File: src/rtl/y_mux_pkg.sv
// y_mux_arb shared package: width helper, mode encodings, channel limits.
package y_mux_pkg;

  localparam logic MODE_FIXED = 1'b0;
  localparam logic MODE_RR    = 1'b1;

  localparam int CHANNELS_MIN = 2;
  localparam int CHANNELS_MAX = 16;

  // Minimum of 1 so a 2-channel build still gets a usable select field.
  function automatic int clog2(input int n);
    int r;
    r = 0;
    while ((1 << r) < n) r++;
    return (r < 1) ? 1 : r;
  endfunction

endpackage

File: src/rtl/y_mux_arb_if.sv
// y_mux_arb handshake bundle; out_parity exists only with Y_MUX_PARITY_EN.
interface y_mux_arb_if
  import y_mux_pkg::*;
#(
  parameter int SIZE     = 32,
  parameter int CHANNELS = 4
) ();

  localparam int SEL_W = clog2(CHANNELS);

  logic [CHANNELS*SIZE-1:0] in_data;
  logic [CHANNELS-1:0]      in_valid;
  logic [CHANNELS-1:0]      in_ready;
  logic                     mode;
  logic [SEL_W-1:0]         sel;
  logic [SIZE-1:0]          out_data;
  logic [SEL_W-1:0]         out_chan;
  logic                     out_valid;
  logic                     out_ready;
`ifdef Y_MUX_PARITY_EN
  logic                     out_parity;

  modport master (
    output in_data, in_valid, mode, sel, out_ready,
    input  in_ready, out_data, out_chan, out_valid, out_parity
  );

  modport slave (
    input  in_data, in_valid, mode, sel, out_ready,
    output in_ready, out_data, out_chan, out_valid, out_parity
  );
`else
  modport master (
    output in_data, in_valid, mode, sel, out_ready,
    input  in_ready, out_data, out_chan, out_valid
  );

  modport slave (
    input  in_data, in_valid, mode, sel, out_ready,
    output in_ready, out_data, out_chan, out_valid
  );
`endif

endinterface

File: src/rtl/y_rr_pick.sv
// Rotating priority picker: first valid channel at or after start, modulo CHANNELS.
module y_rr_pick
  import y_mux_pkg::*;
#(
  parameter  int CHANNELS = 4,
  localparam int SEL_W    = clog2(CHANNELS)
) (
  input  logic [CHANNELS-1:0] valid,
  input  logic [SEL_W-1:0]    start,
  output logic [SEL_W-1:0]    idx,
  output logic                found
);

  int j;

  // Walk from farthest to nearest so the nearest valid channel wins.
  always_comb begin
    idx   = '0;
    found = 1'b0;
    j     = 0;
    for (int k = CHANNELS - 1; k >= 0; k--) begin
      j = int'(start) + k;
      if (j >= CHANNELS) j = j - CHANNELS;
      if (valid[j]) begin
        idx   = SEL_W'(j);
        found = 1'b1;
      end
    end
  end

endmodule

File: src/rtl/y_mux_arb.sv
// Registered N-channel mux with fixed or round-robin grant.
// Optional out_parity with Y_MUX_PARITY_EN.
module y_mux_arb
  import y_mux_pkg::*;
#(
  parameter int SIZE     = 32,
  parameter int CHANNELS = 4
) (
  input logic        clk,
  input logic        reset,
  y_mux_arb_if.slave bus
);

  localparam int SEL_W = clog2(CHANNELS);
  localparam int PAD_N = 1 << SEL_W;

  logic [SEL_W-1:0] ptr;
  logic [SEL_W-1:0] rr_idx;
  logic             rr_ok;
  logic [SEL_W-1:0] grant;
  logic             grant_ok;
  logic             load;
  logic             take;
  logic [PAD_N-1:0] valid_pad;
  logic [SIZE-1:0]  pick_data;
  logic [SIZE-1:0]  data_q;
  logic [SEL_W-1:0] chan_q;
  logic             valid_q;

  y_rr_pick #(
    .CHANNELS(CHANNELS)
  ) u_pick (
    .valid(bus.in_valid),
    .start(ptr),
    .idx  (rr_idx),
    .found(rr_ok)
  );

  // Zero padding makes an out-of-range sel read as "not valid".
  assign valid_pad = PAD_N'(bus.in_valid);

  always_comb begin
    grant    = bus.sel;
    grant_ok = valid_pad[bus.sel];
    if (bus.mode == MODE_RR) begin
      grant    = rr_idx;
      grant_ok = rr_ok;
    end
  end

  assign load = !valid_q || bus.out_ready;
  assign take = !reset && load && grant_ok;

  always_comb begin
    bus.in_ready = '0;
    pick_data    = '0;
    for (int i = 0; i < CHANNELS; i++) begin
      if (grant == SEL_W'(i)) begin
        bus.in_ready[i] = take;
        pick_data       = bus.in_data[i*SIZE +: SIZE];
      end
    end
  end

  always_ff @(posedge clk or posedge reset) begin
    if (reset) begin
      data_q  <= '0;
      chan_q  <= '0;
      valid_q <= 1'b0;
      ptr     <= '0;
    end else if (take) begin
      data_q  <= pick_data;
      chan_q  <= grant;
      valid_q <= 1'b1;
      if (bus.mode == MODE_RR) begin
        ptr <= (int'(grant) == CHANNELS - 1) ? '0 : grant + 1'b1;
      end
    end else if (bus.out_ready) begin
      valid_q <= 1'b0;
    end
  end

  assign bus.out_data  = data_q;
  assign bus.out_chan  = chan_q;
  assign bus.out_valid = valid_q;

`ifdef Y_MUX_PARITY_EN
  logic parity_q;

  always_ff @(posedge clk or posedge reset) begin
    if (reset) begin
      parity_q <= 1'b0;
    end else if (take) begin
      parity_q <= ^pick_data;
    end
  end

  assign bus.out_parity = parity_q;
`endif

endmodule

File: src/flat_wrapper.sv
// flat-port wrapper written by rule: the top's interface ports become plain ports
module y_mux_arb_flat import y_mux_pkg::*;
#(
  parameter int SIZE     = 32,
  parameter int CHANNELS = 4
)
  (clk, reset, bus_in_data, bus_in_valid, bus_mode, bus_sel, bus_out_ready, bus_in_ready, bus_out_data, bus_out_chan, bus_out_valid);
  y_mux_arb_if #(.SIZE(SIZE), .CHANNELS(CHANNELS)) bus_i ();
  input logic clk;
  input logic reset;
  input wire logic [$bits(bus_i.in_data)-1:0] bus_in_data;
  input wire logic [$bits(bus_i.in_valid)-1:0] bus_in_valid;
  input wire logic [$bits(bus_i.mode)-1:0] bus_mode;
  input wire logic [$bits(bus_i.sel)-1:0] bus_sel;
  input wire logic [$bits(bus_i.out_ready)-1:0] bus_out_ready;
  output wire logic [$bits(bus_i.in_ready)-1:0] bus_in_ready;
  output wire logic [$bits(bus_i.out_data)-1:0] bus_out_data;
  output wire logic [$bits(bus_i.out_chan)-1:0] bus_out_chan;
  output wire logic [$bits(bus_i.out_valid)-1:0] bus_out_valid;
  assign bus_i.in_data = bus_in_data;
  assign bus_i.in_valid = bus_in_valid;
  assign bus_i.mode = bus_mode;
  assign bus_i.sel = bus_sel;
  assign bus_i.out_ready = bus_out_ready;
  assign bus_in_ready = bus_i.in_ready;
  assign bus_out_data = bus_i.out_data;
  assign bus_out_chan = bus_i.out_chan;
  assign bus_out_valid = bus_i.out_valid;
  y_mux_arb #(.SIZE(SIZE), .CHANNELS(CHANNELS)) u_core (.clk(clk), .reset(reset), .bus(bus_i));
endmodule
File: config.mk
export PLATFORM = sky130hd
export DESIGN_NAME = y_mux_arb_flat
export DESIGN_NICKNAME = d
export VERILOG_FILES = /design/src/rtl/y_mux_pkg.sv /design/src/rtl/y_mux_arb_if.sv /design/src/rtl/y_rr_pick.sv /design/src/rtl/y_mux_arb.sv /design/src/flat_wrapper.sv
export SDC_FILE = /design/constraint.sdc
export NUM_CORES = 1
export LEC_CHECK = 0
export BUFFER_PORTS_ARGS = -buffer_cell sky130_fd_sc_hd__buf_2
export CAP_MARGIN = 20
export CORE_AREA = 2 2 71 107
export DETAILED_ROUTE_END_ITERATION = 12
export DIE_AREA = 0 0 73 109
export GPL_TIMING_DRIVEN = 1
export HOLD_SLACK_MARGIN = 0.1
export PLACE_DENSITY = 0.75
export SLEW_MARGIN = 20
export SYNTH_ARGS = -nofsm -noshare
export SYNTH_HDL_FRONTEND = slang
export SYNTH_HIERARCHICAL = 1
export SYNTH_SLANG_ARGS = --single-unit
File: constraint.sdc
create_clock -name clk -period 2.9 [get_ports clk]
set_clock_uncertainty 0.15 [all_clocks]
set_input_delay 0.29 -clock clk [delete_from_list [all_inputs] [get_ports clk]]
set_output_delay 0.29 -clock clk [all_outputs]
set_load 0.01 [all_outputs]
# [Word-level counts from Yosys, hierarchy flattened]
# Index checks and enable logic that the tools add are counted.
[totals] regBits=37 in_bits=138
[op_classes] n_addsub=8 order_cmp=9 eq_ne=4 muxes=39 n_reduce_logical=8
[ops] operator="$mux 32" n=8
[ops] operator="$lt 32x4->1 const B" n=4
[ops] operator="$ge 32x4->1 const B" n=1
[ops] operator="$sub 32x4->32 const B" n=1
[ops] operator="$mux 1" n=20
[ops] operator="$mux 2" n=6
[ops] operator="$bmux 1 s2" n=5
[ops] operator="$sub 3x3->4 const B" n=2
[ops] operator="$add 2x2->3 const B" n=2
[ops] operator="$ge 3x3->1 const B" n=2
[ops] operator="$eq 2x1->1 const B" n=2
[ops] operator="$eq 2x2->1 const B" n=2
[ops] operator="$sub 2x3->4 const B" n=1
[ops] operator="$add 2x1->3 const B" n=1
[ops] operator="$ge 2x3->1 const B" n=1
[ops] operator="$lt 2x3->1 const B" n=1
[ops] operator="$add 2x1->2 const B" n=1
[ops] operator="$logic_and 1x1->1" n=2
[ops] operator="$logic_not 1->1" n=2
[ops] operator="$logic_not 2->1" n=1
[ops] operator="$reduce_and 2->1" n=1
[ops] operator="$reduce_bool 2->1" n=1
[ops] operator="$logic_or 1x1->1" n=1

# [Logic depth before layout (Yosys ltp)]
# Gate-level depths: netlist (run 1).
[logic_depth] word_depth=16 depth_mapped=12

# [Modules after synthesis]
# The synthesis (run 1) kept the hierarchy.
[modules_own_cells] mod="y_mux_arb" instances=1 cells_each=258 area_each_um2=2652.5 seq_area_each_um2=925.9
[modules_own_cells] mod="y_rr_pick" instances=1 cells_each=13 area_each_um2=77.6 seq_area_each_um2=0.0

# [Worst setup path before layout (run 1)]
# No wires, ideal clock.
[synth_timing] kind="flip-flop to flip-flop" from="register u_core.ptr[1]" to="register u_core.data_q[12], in the netlist u_core/bus.out_data[12]" setup_time_ns=0.127 t_arrival_ns=2.266 path_slack_ns=0.357 path_stages_with_launch=12 path_buffers=2 period_less_slack_ns=2.543 cell_sequence="dfrtp_1 -> nand2b_1 -> a21oi_1 -> a211oi_2 -> a21boi_1 -> inv_1 -> ha_1 -> buf_2 -> clkbuf_1 -> a221oi_1 -> o31ai_1 -> mux2_1"
[synth_between] elab_chain_cells=16
[synth_rtl] item="start, declared" line="y_mux_arb.sv:17" source="logic [SEL_W-1:0] ptr;"
[synth_rtl] item="start signal, assigned" line="y_mux_arb.sv:76" source="ptr <= (int'(grant) == CHANNELS - 1) ? '0 : grant + 1'b1;"
[synth_rtl] item="$add 2x2->3" line="y_rr_pick.sv:22" source="j = int'(start) + k;"
[synth_rtl] item="$sub 32x4->32 or $ge 32x4->1 (tied branches)" line="y_rr_pick.sv:23" source="if (j >= CHANNELS) j = j - CHANNELS;"
[synth_rtl] item="$mux 32" line="y_rr_pick.sv:23"
[synth_rtl] item="$bmux 1 s2" line="y_rr_pick.sv:24" source="if (valid[j]) begin"
[synth_rtl] item="$mux 1 (implied by the code) (2 in a row)" line="y_rr_pick.sv:24"
[synth_rtl] item="$mux 2 (3 in a row)" line="y_rr_pick.sv:24"
[synth_rtl] item="$mux 2 (*)" line="y_rr_pick.sv:24"
[synth_rtl] item="via u_core.rr_idx[0]" line="y_mux_arb.sv:18" source="logic [SEL_W-1:0] rr_idx;"
[synth_rtl] item="$mux 2 (*)" line="y_mux_arb.sv:45" source="if (bus.mode == MODE_RR) begin"
[synth_rtl] item="via u_core.grant[0]" line="y_mux_arb.sv:20" source="logic [SEL_W-1:0] grant;"
[synth_rtl] item="$logic_not 2->1" line="y_mux_arb.sv:58" source="if (grant == SEL_W'(i)) begin"
[synth_rtl] item="$mux 32 (3 in a row)" line="y_mux_arb.sv:58"
[synth_rtl] item="$mux 32 (*)" line="y_mux_arb.sv:58"
[synth_rtl] item="end signal, assigned" line="y_mux_arb.sv:72" source="data_q <= pick_data;"
[synth_rtl] item="end, declared" line="y_mux_arb.sv:26" source="logic [SIZE-1:0] data_q;"
# Mark *: on every way through the listed nets, which the timed path passes. The rest lies on a longest branch. The select of a mux whose other input is x is not followed.
# A chain may end at the register's enable or synchronous reset.

# [Final worst setup path (run 1)]
[layout_timing] from="register u_core.ptr[0]" to="output bus_in_ready[2]"
[layout_between] elab_chain_cells=13
[layout_rtl] item="$add 2x2->3" line="y_rr_pick.sv:22"
[layout_rtl] item="$sub 32x4->32 or $ge 32x4->1 (tied branches)" line="y_rr_pick.sv:23"
[layout_rtl] item="$mux 32" line="y_rr_pick.sv:23"
[layout_rtl] item="$bmux 1 s2" line="y_rr_pick.sv:24"
[layout_rtl] item="$mux 1 (implied by the code) (2 in a row)" line="y_rr_pick.sv:24"
[layout_rtl] item="$mux 2 (3 in a row)" line="y_rr_pick.sv:24"
[layout_rtl] item="$mux 2 (*)" line="y_rr_pick.sv:24"
[layout_rtl] item="via u_core.rr_idx[1]" line="y_mux_arb.sv:18"
[layout_rtl] item="$mux 2 (*)" line="y_mux_arb.sv:45"
[layout_rtl] item="via u_core.grant[1]" line="y_mux_arb.sv:20"
[layout_rtl] item="$eq 2x2->1 (*)" line="y_mux_arb.sv:58"
[layout_rtl] item="$mux 1 (*)" line="y_mux_arb.sv:58"
[layout_rtl] item="end, declared" line="flat_wrapper.sv:16" source="output wire logic [$bits(bus_i.in_ready)-1:0] bus_in_ready;"
# Marks and branches as above.

==> results of run 1 <==
==> stage by stage <==
stage / util / hold WS (ns)
CTS: 0.528 / 0.109
global route: 0.530 / 0.117
global placement: 0.514 / 0.298
floorplan: - / 0.113
detailed placement: 0.514 / 0.302
finish: 0.530 / 0.121
==> path summary, 6_finish.rpt <==
check	cells after the start	slack [ns]	endpoint
worst max-delay path	9	0.20	bus_in_ready[2]
worst min-delay path	3	0.12	u_core/bus.out_valid$_DFFE_PP0P_
worst max register to register	10	0.26	u_core/bus.out_data[1]$_DFFE_PP0P_
worst min register to register	1	0.34	u_core/bus.out_data[12]$_DFFE_PP0P_
max in group asynchronous	4	1.71	u_core/bus.out_data[2]$_DFFE_PP0P_
min in group asynchronous	4	0.56	u_core/bus.out_chan[1]$_DFFE_PP0P_
==> layer usage <==
layer  GRT usage  vias to the layer above  part of all wire  wire, um
met1       0.234                     1304              0.40      3090
met4      0.0754                        0             0.026       201
met2       0.331                      106              0.52      4000
met5           0                        -                 0         0
met3      0.0314                       15             0.056       434
li1            -                     1338                 -         -
==> sequential cells by signal (all words and copies together) (netlist names) <==
name and cells:
u_core/bus.out_data 32, u_core/bus.out_chan 2, u_core/ptr 2, u_core/bus.out_valid 1
==> cell type report <==
type,instances,share of cell area
flip-flops and latches,37,0.247
multi-input cells,204,0.440
well taps,80,0.0267
inverters,4,0.00400
repair buffers,185,0.260
clock buffers,7,0.0230
==> power by group through the flow <==
stage               Clock, mW  Combinational [mW]  Sequential [mW]
floorplan                   0               0.892             1.01
global placement            0                1.50            0.909
detailed placement          0                1.53            0.918
CTS                     0.378                1.53            0.912
global route            0.399                1.67            0.943
finish                  0.355                1.53            0.909
==> critical path, delay by kind of cell, from the launching register on <==
| kind | cells | cell delay, ns |
|---|---|---|
| buffers and inverters | 3 | 0.48 |
| flip-flops | 1 | 0.42 |
| AND/OR/NAND/NOR | 3 | 0.41 |
| multiplexers | 1 | 0.24 |
| adder cells (fa/ha/maj) | 1 | 0.22 |
| AO/OA/AOI/OAI | 1 | 0.21 |
==> cell usage in the layout, fill, tap and decap left out, drive strengths merged, types with 4 or more instances in the layout <==
cell	count
buf	184
nand2	37
dfrtp	37
mux2	34
nor2b	32
a221oi	31
o31ai	31
a21oi	7
clkbuf	7
nor2	5
nand2b	4
and3	4
mux2i	4
inv	4
ha	4
==> kinds of logic after synthesis <==
| logic type | synth area share |
|---|---|
| muxes | 0.193 |
| adders and majority gates | 0.0183 |
| DFF | 0.339 |
| AOI/OAI and AO/OA | 0.222 |
| and+or+nand+nor | 0.162 |
| buffers and inverters | 0.0651 |
==> repair_timing <==
| action | in CTS | in global routing |
|---|---|---|
| endpoints found under the hold margin | 37 | 0 |
| gates resized for setup | 0 | 3 |
| hold buffers | 1 | 0 |
| buffers inserted | 0 | 0 |
| setup endpoints to repair | 0 | 6 |
==> results.ini, run 1 <==
[yosys]
synthArstFlopShare=1.00
yosysTopAreaCellShare=0.339
netlist_area_um2=2730
synth_cells=271
syn_area_per_cell_um2=10.1
synth.top_cells.by_area=dfrtp_1 34%, mux2_4 15%, a221oi_1 9.9%
synth_common_cells=37 x dfrtp_1, 37 x nand2_1, 32 x nor2b_1
synthFlopType=dfrtp_1
yosysTopAreaCell=dfrtp_1
syn-num-nets=413
synth_edf_count=0
yosys_warnings=6
ys_seq_elements=37
yosysSeqAreaShare=0.339
yosysUniqueCellTypes=30

[worst_setup_path]
critPathKind=reg -> out
cpPeakStageDelay_ns=0.42
critPathLaunchType=register
critPathLaunch=u_core/ptr[0]$_DFFE_PP0P_
worstPathCellList=nor3b_1 > a211oi_1 > nor2_1 > mux2i_2 > inv_1 > ha_2 > buf_4 > and3_1 > buf_2
critPathCaptureType=output pin
cp_max_fo=29
r2r_start=u_core/ptr[1]$_DFFE_PP0P_
slowest_stage=dfrtp_1
cp.arrival_ns=2.26
crit_required_ns=2.46

[timing]
setup_ws_ns=0.197
fin_crit_sh=0.932
setup_viol=0
slew_headroom=0.599
tightestPinTransition_ns=0.601
finalMaxSlewViolations=0
rsz0062_at_grt=false
post-route-min-period_ns=2.70
max_freq_mhz=370
fin_setup_tns_ns=0
hold_viol=0

[final_layout]
drive_gt1_frac=0.519
multi_input_area_um2=1650
diodes=0
regArea_um2=926
final_cell_count_no_fill=517
nFillCells=673
area_growth_pct=37.5
nets=579
design_area_um2=3750

[route]
drt-initial-drc-count=161
dr.pass1.iters=4
wirelength_um=7730
wl_per_cell_um=14.9
routed_via_density=5.34
vias=2763
drtAntennaViolNets=0
drc=0

[clock_network]
clockRootBuffer=clkbuf_8
cts_htree_levels=2
cts.clk_slew.worst_paths_ns=0.07
tritoncts=yes
clock-sinks=37
worstSkewPairLatency_ns=0.28
cts_buffer_depth=2
cts_made_buffers=5

[outcome]
status=complete, no violations

[placement]
gp_congestion=0.956
port_buffers=176
placed_cell_area_um2=3640
dp_hpwl_um=6010
dp.cells=509
dp_slack_ns=0.205

[floorplan]
die_h_um=109
die_area_um2=7960
core_um2=7080
rows=38
fp.dieW_um=73
start_util=0.385
ios=177

[pwr]
p_per_area_nw_per_um2=743
p_int_mw=1.77
clockPowerShare=0.127
p_comb_frac=0.547
seq_power_share=0.326
power_switching_mw=1.02
power_mw=2.79
leakage_nw=1.88
ir_worst_vdd_mv=0.346
swShare=0.366

[job]
maxCapViolCount=0

[grt]
grt_pass1_vias=2641
grt_antenna_before_repair=0
grt.total_usage=0.192
gr-total-overflow=0
grt_max_degree=39
grt_pass1_wl_um=12200

[min_path]
hold_start=bus_out_ready
min_path_type=in -> reg

No activity file was read; power rests on OpenSTA's default activity.
==> inputs of run 2 (changes only) <==
--- a/config.mk
+++ b/config.mk
@@ -7,12 +7,12 @@
 export LEC_CHECK = 0
 export BUFFER_PORTS_ARGS = -buffer_cell sky130_fd_sc_hd__buf_2
 export CAP_MARGIN = 20
-export CORE_AREA = 2 2 71 107
+export CORE_AREA = 2 2 69 103
 export DETAILED_ROUTE_END_ITERATION = 12
-export DIE_AREA = 0 0 73 109
+export DIE_AREA = 0 0 71 105
 export GPL_TIMING_DRIVEN = 1
 export HOLD_SLACK_MARGIN = 0.1
-export PLACE_DENSITY = 0.75
+export PLACE_DENSITY = 0.79
 export SLEW_MARGIN = 20
 export SYNTH_ARGS = -nofsm -noshare
 export SYNTH_HDL_FRONTEND = slang
==> results.ini, run 2 (synthesized netlist as in run 1, its figures left out) <==
[final_layout]
final_cell_mix=176 x buf_2, 37 x nand2_1, 37 x dfrtp_1
diodes=0
final_common_cell=buf_2
drive_gt1_frac=0.524
regArea_um2=926
nFillCells=578
nets=582
area_growth_pct=38.5
largest_reg_flops=32
multi_input_area_um2=1640

[timing]
finalMaxSlewViolations=0
fin_crit_sh=0.934
post-route-min-period_ns=2.71
max_freq_mhz=369
fin_setup_tns_ns=0
tightestPinTransition_ns=0.618
slew_headroom=0.588
setup_ws_ns=0.191
setup_viol=0
rsz0062_at_grt=false
hold_viol=0

[grt]
grt_max_degree=48
grt_pass1_vias=2760
gr-total-overflow=0
grt_antenna_before_repair=0
grt.total_usage=0.220
grt_pass1_wl_um=13400

[worst_setup_path]
critPathLaunch=u_core/ptr[0]$_DFFE_PP0P_
cp.arrival_ns=2.27
critPathKind=reg -> out
critPathLaunchType=register
crit_required_ns=2.46
critPathCaptureType=output pin
r2r_start=u_core/ptr[1]$_DFFE_PP0P_
cp_max_fo=16

[route]
wl_per_cell_um=15.8
drt-initial-drc-count=167
drtAntennaViolNets=0
wirelength_um=8160
routed_via_density=5.40
vias=2790
drc=0
dr.pass1.iters=4

[job]
maxCapViolCount=0

[floorplan]
die_area_um2=7460
start_util=0.418
die_h_um=105
fp.dieW_um=71
core_um2=6530
rows=36
ios=177

[clock_network]
worstSkewPairLatency_ns=0.28
cts_setup_buffers=0
clockRootBuffer=clkbuf_8
cts_buffer_depth=2
tritoncts=yes
cts_made_buffers=5
cts.clk_slew.worst_paths_ns=0.07
cts_htree_levels=2
clock-sinks=37

[placement]
port_buffers=176
dp_hpwl_um=6250
dp_slack_ns=0.130
gp_congestion=0.906

[pwr]
leakage_nw=1.90
ir_worst_vdd_mv=0.372
p_per_area_nw_per_um2=771

[min_path]
hold_start=bus_out_ready
min_path_type=in -> reg

[outcome]
status=complete, no violations

run 2: final timing paths:
kind | slack (ns) | end | cells past startpoint
max | 0.19 | bus_in_ready[1] | 8
min | 0.17 | u_core/bus.out_valid$_DFFE_PP0P_ | 3
max reg2reg | 0.22 | u_core/bus.out_data[12]$_DFFE_PP0P_ | 11
min reg2reg | 0.34 | u_core/bus.out_data[13]$_DFFE_PP0P_ | 1
max in group asynchronous | 1.70 | u_core/bus.out_data[26]$_DFFE_PP0P_ | 4
min in group asynchronous | 0.56 | u_core/bus.out_data[30]$_DFFE_PP0P_ | 4
run 2: power by group:
part / internal (mW) / total, mW / switching (mW)
logic: 0.818 / 1.54 / 0.719
registers: 0.762 / 0.908 / 0.146
clock network: 0.281 / 0.467 / 0.186
run 2: worst max-delay path, cell delays in order (launching register included):
cell	delay (ns)
dfrtp_1	0.42
nor3b_1	0.16
a211oi_1	0.24
nor2_1	0.08
mux2i_2	0.24
ha_1	0.29
buf_4	0.25
and3_1	0.17
buf_2	0.12
run 2: stage by stage:
stage | power [mW] | area (um2) | hold slack (ns) | util | instances
after global routing | 3.12 | 3780 | 0.185 | 0.579 | 517
after detailed placement | 2.46 | 3650 | 0.309 | 0.558 | 508
after CTS | 2.94 | 3770 | 0.159 | 0.578 | 517
final | 2.91 | 3780 | 0.174 | 0.579 | 517
after floorplan | 1.91 | 2730 | 0.113 | - | 271
after global placement | 2.41 | 3650 | 0.304 | 0.558 | 508
run 2: metal layers:
layer,track usage,part of all wire
met1,0.272,0.39
met2,0.377,0.53
met3,0.0357,0.064
met4,0.0809,0.020
met5,0,0
run 2: area by class of cell:
class	count	share of cell area
tap	76	0.0252
timing repair buffer	188	0.261
clock inverter	1	0.00794
multi-input combinational	204	0.434
inverter	4	0.00397
clock buffer	7	0.0228
sequential	37	0.245
run 2: repair_timing:
action                                 CTS  global route
setup endpoints to repair                0             8
hold buffers                             1             0
resized for setup                        0             2
endpoints found under the hold margin   37             0
